===== src/rtl/z80fi_pkg.sv =====
// Purpose : shared types for the Z80FI retirement-record collector.
// Latency : n/a (types, constants and a helper function only).
// Backpressure: n/a.
// Contents: cycle_type_t M-cycle encoding, z80fi_regs_t architectural snapshot,
//           collector FSM state, saturating 3-bit T-state increment.
package z80fi_pkg;

   typedef enum logic [2:0] {
      CYCLE_NONE     = 3'd0,
      CYCLE_M1       = 3'd1,
      CYCLE_MEM_RD   = 3'd2,
      CYCLE_MEM_WR   = 3'd3,
      CYCLE_IO_RD    = 3'd4,
      CYCLE_IO_WR    = 3'd5,
      CYCLE_INTERNAL = 3'd6
   } cycle_type_t;

   // Main set, alternate set, index/stack/program pointers, I and R.
   typedef struct packed {
      logic [7:0]  a;
      logic [7:0]  f;
      logic [7:0]  b;
      logic [7:0]  c;
      logic [7:0]  d;
      logic [7:0]  e;
      logic [7:0]  h;
      logic [7:0]  l;
      logic [7:0]  a2;
      logic [7:0]  f2;
      logic [7:0]  b2;
      logic [7:0]  c2;
      logic [7:0]  d2;
      logic [7:0]  e2;
      logic [7:0]  h2;
      logic [7:0]  l2;
      logic [15:0] ix;
      logic [15:0] iy;
      logic [15:0] sp;
      logic [15:0] ip;
      logic [7:0]  i;
      logic [7:0]  r;
   } z80fi_regs_t;

   localparam int Z80FI_REGS_W = $bits(z80fi_regs_t);

   typedef enum logic [1:0] {
      ST_IDLE    = 2'd0,
      ST_CAPTURE = 2'd1,
      ST_EMIT    = 2'd2
   } collector_state_t;

   function automatic logic [2:0] sat_inc3(input logic [2:0] v);
      return (v == 3'd7) ? v : v + 3'd1;
   endfunction

endpackage


===== src/rtl/z80fi_mcycle_tracker.sv =====
// Purpose : per-instruction M-cycle slot list: type and saturating T-state count per slot.
// Latency : slot state updates on the clock the strobes are sampled.
// Backpressure: none; M-cycles beyond the last slot are dropped and flagged.
// Ports   : start opens slot 0 with mcycle_type; step marks a capture clock in which
//           mcycle_start opens the next slot, otherwise the current slot counts a T-state.
//           slot_type / slot_tcycles are 3 bits per slot, slot k at [3k+:3]; overflow sticky.
module z80fi_mcycle_tracker
   import z80fi_pkg::*;
#(
   parameter int MAX_MCYCLES = 6
) (
   input  logic                     clk,
   input  logic                     reset_n,
   input  logic                     start,
   input  logic                     step,
   input  logic                     mcycle_start,
   input  logic [2:0]               mcycle_type,
   output logic [3*MAX_MCYCLES-1:0] slot_type,
   output logic [3*MAX_MCYCLES-1:0] slot_tcycles,
   output logic                     overflow
);

   localparam int IDX_W = (MAX_MCYCLES > 1) ? $clog2(MAX_MCYCLES) : 1;
   localparam logic [IDX_W-1:0] LAST_SLOT = IDX_W'(MAX_MCYCLES - 1);

   logic [IDX_W-1:0] idx;

   always_ff @(posedge clk) begin
      if (!reset_n) begin
         idx          <= '0;
         slot_type    <= {MAX_MCYCLES{3'(CYCLE_NONE)}};
         slot_tcycles <= '0;
         overflow     <= 1'b0;
      end else if (start) begin
         idx               <= '0;
         overflow          <= 1'b0;
         slot_type         <= {MAX_MCYCLES{3'(CYCLE_NONE)}};
         slot_type[2:0]    <= mcycle_type;
         slot_tcycles      <= '0;
         slot_tcycles[2:0] <= 3'd1;
      end else if (step) begin
         if (mcycle_start) begin
            if (idx == LAST_SLOT) begin
               overflow <= 1'b1;
            end else begin
               idx                                <= idx + IDX_W'(1);
               slot_type[3*(int'(idx)+1) +: 3]    <= mcycle_type;
               slot_tcycles[3*(int'(idx)+1) +: 3] <= 3'd1;
            end
         end else if (!overflow) begin
            // Once an M-cycle has been dropped, its T-states must not be
            // credited to the last recorded slot.
            slot_tcycles[3*int'(idx) +: 3] <= sat_inc3(slot_tcycles[3*int'(idx) +: 3]);
         end
      end
   end

endmodule


===== src/rtl/z80fi_collector.sv =====
// Purpose : builds one Z80FI retirement record per executed instruction from core strobes.
// Latency : insn_done at clk N -> regs_out sampled at N+1 -> z80fi_valid pulse at N+2.
// Backpressure: none; consumers sample on z80fi_valid, record outputs hold until next emit.
// Ports   : clk/reset_n (sync, active-low); insn_start, mcycle_start, mcycle_type,
//           opcode_valid/opcode_byte, insn_done, regs in; z80fi_valid, z80fi_insn,
//           z80fi_insn_len, z80fi_regs_in/out, z80fi_mcycle_type, z80fi_tcycles, z80fi_error out.
module z80fi_collector
   import z80fi_pkg::*;
#(
   parameter int MAX_INSN_BYTES = 4,
   parameter int MAX_MCYCLES    = 6,
   parameter int REGS_W         = Z80FI_REGS_W
) (
   input  logic                        clk,
   input  logic                        reset_n,
   input  logic                        insn_start,
   input  logic                        mcycle_start,
   input  logic [2:0]                  mcycle_type,
   input  logic                        opcode_valid,
   input  logic [7:0]                  opcode_byte,
   input  logic                        insn_done,
   input  logic [REGS_W-1:0]           regs,
   output logic                        z80fi_valid,
   output logic [8*MAX_INSN_BYTES-1:0] z80fi_insn,
   output logic [2:0]                  z80fi_insn_len,
   output logic [REGS_W-1:0]           z80fi_regs_in,
   output logic [REGS_W-1:0]           z80fi_regs_out,
   output logic [3*MAX_MCYCLES-1:0]    z80fi_mcycle_type,
   output logic [3*MAX_MCYCLES-1:0]    z80fi_tcycles,
   output logic                        z80fi_error
);

   localparam logic [2:0] LEN_MAX = 3'(MAX_INSN_BYTES);

   collector_state_t state;

   // Working set for the instruction in flight; kept apart from the record
   // outputs so an emit can overlap the next instruction's first clock.
   logic [8*MAX_INSN_BYTES-1:0] w_insn;
   logic [2:0]                  w_len;
   logic [REGS_W-1:0]           w_regs_in;
   logic                        w_byte_ovf;
   logic [3*MAX_MCYCLES-1:0]    w_types;
   logic [3*MAX_MCYCLES-1:0]    w_tcycles;
   logic                        w_mc_ovf;

   logic accept_start;
   logic capture_clk;

   // insn_done wins over a simultaneous insn_start while capturing. A start
   // in CAPTURE without done abandons the record and restarts capture.
   assign accept_start = insn_start && !(state == ST_CAPTURE && insn_done);
   assign capture_clk  = (state == ST_CAPTURE) && !accept_start;

   z80fi_mcycle_tracker #(
      .MAX_MCYCLES (MAX_MCYCLES)
   ) u_tracker (
      .clk          (clk),
      .reset_n      (reset_n),
      .start        (accept_start),
      .step         (capture_clk),
      .mcycle_start (mcycle_start),
      .mcycle_type  (mcycle_type),
      .slot_type    (w_types),
      .slot_tcycles (w_tcycles),
      .overflow     (w_mc_ovf)
   );

   always_ff @(posedge clk) begin
      if (!reset_n) begin
         state             <= ST_IDLE;
         w_insn            <= '0;
         w_len             <= '0;
         w_regs_in         <= '0;
         w_byte_ovf        <= 1'b0;
         z80fi_valid       <= 1'b0;
         z80fi_insn        <= '0;
         z80fi_insn_len    <= '0;
         z80fi_regs_in     <= '0;
         z80fi_regs_out    <= '0;
         z80fi_mcycle_type <= {MAX_MCYCLES{3'(CYCLE_NONE)}};
         z80fi_tcycles     <= '0;
         z80fi_error       <= 1'b0;
      end else begin
         z80fi_valid <= 1'b0;

         if (state == ST_EMIT) begin
            z80fi_valid       <= 1'b1;
            z80fi_insn        <= w_insn;
            z80fi_insn_len    <= w_len;
            z80fi_regs_in     <= w_regs_in;
            z80fi_regs_out    <= regs;
            z80fi_mcycle_type <= w_types;
            z80fi_tcycles     <= w_tcycles;
            z80fi_error       <= w_byte_ovf | w_mc_ovf;
         end

         if (accept_start) begin
            state      <= ST_CAPTURE;
            w_regs_in  <= regs;
            w_byte_ovf <= 1'b0;
            w_insn     <= '0;
            if (opcode_valid) begin
               w_insn[7:0] <= opcode_byte;
               w_len       <= 3'd1;
            end else begin
               w_len <= 3'd0;
            end
         end else begin
            case (state)
               ST_CAPTURE: begin
                  if (opcode_valid) begin
                     if (w_len == LEN_MAX) begin
                        w_byte_ovf <= 1'b1;
                     end else begin
                        w_insn[8*int'(w_len) +: 8] <= opcode_byte;
                        w_len                      <= w_len + 3'd1;
                     end
                  end
                  if (insn_done) begin
                     state <= ST_EMIT;
                  end
               end
               ST_EMIT: state <= ST_IDLE;
               default: state <= ST_IDLE;
            endcase
         end
      end
   end

endmodule


===== config.mk =====
export PLATFORM = sky130hd
export DESIGN_NAME = z80fi_collector
export DESIGN_NICKNAME = d
export VERILOG_FILES = /design/src/rtl/z80fi_pkg.sv /design/src/rtl/z80fi_mcycle_tracker.sv /design/src/rtl/z80fi_collector.sv
export SDC_FILE = /design/constraint.sdc
export NUM_CORES = 2
export LEC_CHECK = 0
export BUFFER_PORTS_ARGS = -buffer_cell sky130_fd_sc_hd__clkbuf_2
export CAP_MARGIN = 0
export CORE_AREA = 2 2 278 280
export DETAILED_ROUTE_END_ITERATION = 8
export DIE_AREA = 0 0 280 282
export SETUP_SLACK_MARGIN = 0.3
export SYNTH_ARGS = -nofsm -noshare
export SYNTH_HDL_FRONTEND = slang
export SYNTH_SLANG_ARGS = --single-unit

===== constraint.sdc =====
create_clock -name clk -period 12.7 [get_ports clk]
set_input_delay 1.27 -clock clk [delete_from_list [all_inputs] [get_ports clk]]
set_output_delay 1.27 -clock clk [all_outputs]
set_load 0.02 [all_outputs]

==> summary.md <==
| Metric | Value |
|---|---|
| Hold EP | z80fi_regs_in[96]$_SDFFE_PN0P_ |
| H-Tree Depth | 3 |
| Hold Buf Count CTS | 0 |
| Synth cell types | 79 |
| Clock Path Buffers | 3 |
| Setup Fix Bufs, Post-CTS | 0 |
| Vias per cell | 5.038 |
| Gate Count Post-Synth | 3619 |
| Hold Vio Cnt, Final | 0 |
| Mapped cell area | 28460 sq um |
| Die area | 78960 sq um |
| Hold WS | 428.0 ps |
| Nets | 4418 |
| RSZ-0062 raised after global routing | false |
| First drt pass iteration count | 5 |
| # DRC | 0 |
| Slew @ Worst Pin | 1345 ps |
| Io pins | 714 |
| Fin Setup TNS | 0 ps |
| Min-Delay Startpoint | w_regs_in[96]$_SDFFE_PN0P_ |
| Most common flop cell mapped by yosys | dfxtp_1 |
| Worst-Skew Late Latency | 640 ps |
| P&R area growth vs syn | 24.58% |
| Hold Crit Depth | 2 |
| Post-synthesis sequential area ratio | 0.5451 |
| Max-Cap Viols | 0 |
| Endpoint class of the critical path | register |
| Crit-path max FO | 19 |
| Period utilization | 0.4191 |
| Cell Rows | 101 |
| Final setup fails | 0 |
| Antenna violations before repair | 7 |
| WP data required | 13250 ps |
| Antenna-violating nets left | 0 |
| Die H | 282 um |
| Total CTS buffers | 83 |
| Vias | 26.32k |
| 1st-iter DRT viols | 1949 |
| Max Freq | 187.9 MHz |
| Asr flop ratio synth | 0 |
| Worst Clk Skew | 25.89 ps |
| Final GP Congestion | 0.9478 |
| Clk root buf | clkbuf_16 |
| Routed Wire Length | 97.61 mm |
| Post-DP HPWL | 66.25 mm |
| Wire per inst | 18.68 um |
| Clock slew at reported path FFs | 60 ps |
| Relative slew slack | 0.09352 |
| Crit Reg-Reg Endpoint | u_tracker.slot_tcycles[2]$_SDFFE_PP0P_ |
| TritonCTS clock tree | done |
| Die W | 280 um |
| Slew Limit Fails | 0 |
| Total GRT Usage | 0.2340 |
| Post-synthesis register bit count | 775 |
| R2r setup slk | 7380 ps |
| R2r startpoint | u_tracker.idx[1]$_SDFFE_PP0P_ |
| Pin count of the biggest net entering global routing | 222 |
| Max VDD drop | 0.0001145 V |
| Power per Cell Area | 153.8 nW/um^2 |
| Final min period | 5322 ps |
| CTS sink count | 775 |
| Final Util | 0.4684 |
| Mapped Nets | 3861 |
| First-pass GRT wire length | 145.9 mm |
| Core area | 75700 sq um |
| Status | finished, final reports clean |
| Critical path class | register to register |
| Number of global-route vias before repair | 24.12k |
| Layout cells sized above 1 | 0.2138 |
| Worst path arrival time | 5870 ps |
| Synth warn | 0 |
| Initial Util | 0.3760 |
| Worst R2R Path Depth | 13 |
| CP startpoint kind | register |
| Number of port buffers | 713 |
| CP Launch Point | u_tracker.idx[1]$_SDFFE_PP0P_ |
| PostCTS Resize Cnt | 0 |
| Syn_area_per_cell | 7.865 sq um |
| Grt total ovfl | 0 |
| Post-synth EDFFs | 0 |
| Hold Path Class | register to register |
| Leak pwr | 0.01410 uW |
==> through the flow <==
stage	instances	cell area (sq um)	worst slack (ps)	power (uW)
after detailed placement	5069	32500	7493	2924
after global placement	5069	32500	7589	2923
after CTS	5221	35450	7459	5509
after global routing	5224	35460	7052	5639
after floorplan	3619	28460	8682	2776
final	5224	35460	7378	5452
==> per-layer routing <==
metal  global-route usage  share of wire
met3              0.05892          0.071
met5                    0        0.00047
met4              0.09077          0.037
met1               0.2967           0.42
met2               0.3824           0.47
==> where the power goes <==
part / switching (uW) / total [uW] / internal [uW]
Clock: 1050 / 2580 / 1530
Sequential: 31.4 / 2520 / 2490
Combinational: 246 / 345 / 98.2
==> cell type report <==
class | instances | area, sq um
clock inverters | 38 | 601.8
diodes | 3 | 7.507
clock buffers | 114 | 2344
well taps | 978 | 1224
multi-input cells | 2561 | 11890
repair buffers | 739 | 3814
fillers | 7715 | 40240
flip-flops and latches | 775 | 15510
inverters | 16 | 67.56
==> logic make-up after synthesis <==
| group | synth area share |
|---|---|
| AO/OA/AOI/OAI | 0.1616 |
| adder cells (fa/ha/maj) | 0.007737 |
| XOR/XNOR | 0.006506 |
| AND/OR/NAND/NOR | 0.2254 |
| buffers and inverters | 0.03912 |
| multiplexers | 0.01459 |
| flip-flops | 0.5451 |
==> synthesized netlist by cell type, drive strengths merged, types with 3 or more instances <==
cell	number	area (sq um)
nor3b	4	40.03
nor3	21	105.1
mux2	4	45.04
nand2	1441	5411
a22oi	10	75.07
mux2i	37	370.4
buf	29	158.9
o21ai	25	125.1
inv	14	52.55
a21oi	742	3721
xnor2	12	150.1
o211a	3	30.03
and3	6	37.54
and4	4	37.54
nor2b	9	56.30
xor2	4	35.03
a211oi	10	75.07
a211o	4	35.03
nor2	70	262.8
o31ai	11	87.58
a221oi	3	26.28
nand2b	10	62.56
dfxtp	775	15510
a31oi	9	56.30
nand4	10	62.56
nand3	31	160.1
o211ai	7	52.55
nor4	3	25.02
and2	6	37.54
ha	16	200.2
nand3b	4	42.54
clkbuf	238	894.6
o32a	3	30.03
==> critical path, stage by stage (launching register included) <==
cell       delay (ps)
dfxtp_1           680
inv_1             220
ha_1              780
ha_1              380
and2_1            170
fa_1              410
xor2_1            330
nor3_1             90
ha_1              440
nor3_1            500
nand3_1           350
a2111oi_0         540
a31oi_1            90
a211oi_1          270
==> how the worst max path moves through the flow <==
stage,to,slack [ps],depth (start not counted)
after floorplan,u_tracker.slot_tcycles[2]$_SDFFE_PP0P_,8680,15
after global placement,u_tracker.slot_tcycles[10]$_SDFFE_PP0P_,7590,13
after detailed placement,u_tracker.slot_tcycles[10]$_SDFFE_PP0P_,7490,13
after CTS,u_tracker.slot_tcycles[10]$_SDFFE_PP0P_,7460,13
after global routing,u_tracker.slot_tcycles[2]$_SDFFE_PP0P_,7050,13
final,u_tracker.slot_tcycles[2]$_SDFFE_PP0P_,7380,13
==> state kept, by name, summed over array words and instances, names as in the netlist <==
register	cells
state	2
u_tracker.idx	3
u_tracker.overflow	1
u_tracker.slot_tcycles	18
u_tracker.slot_type	18
w_byte_ovf	1
w_insn	32
w_len	3
w_regs_in	208
z80fi_error	1
z80fi_insn	32
z80fi_insn_len	3
z80fi_mcycle_type	18
z80fi_regs_in	208
z80fi_regs_out	208
z80fi_tcycles	18
z80fi_valid	1
==> cell usage in the layout, fill, tap and decap left out, types with 5 or more instances in the layout <==
master / synthesis / layout
and2_1: 6 / 6
clkbuf_16: 0 / 83
dfxtp_1: 775 / 775
nor2b_1: 9 / 8
inv_1: 14 / 13
nor2_1: 70 / 70
nand2b_1: 10 / 9
mux2i_1: 37 / 37
o31ai_1: 10 / 10
clkbuf_1: 237 / 16
clkbuf_8: 0 / 15
nand3_1: 30 / 30
clkbuf_2: 1 / 713
bufinv_16: 0 / 11
nand2_1: 1440 / 1439
nor3_1: 21 / 21
o21ai_0: 19 / 19
a211oi_1: 10 / 10
nand4_1: 10 / 10
a31oi_1: 9 / 9
clkinv_2: 0 / 16
ha_1: 16 / 16
buf_4: 1 / 22
a22oi_1: 10 / 10
xnor2_2: 6 / 5
a21oi_1: 740 / 740
xnor2_1: 6 / 6
and3_1: 6 / 6
o21ai_1: 6 / 5
o211ai_1: 7 / 7
Power figures use the tool's default switching activity.
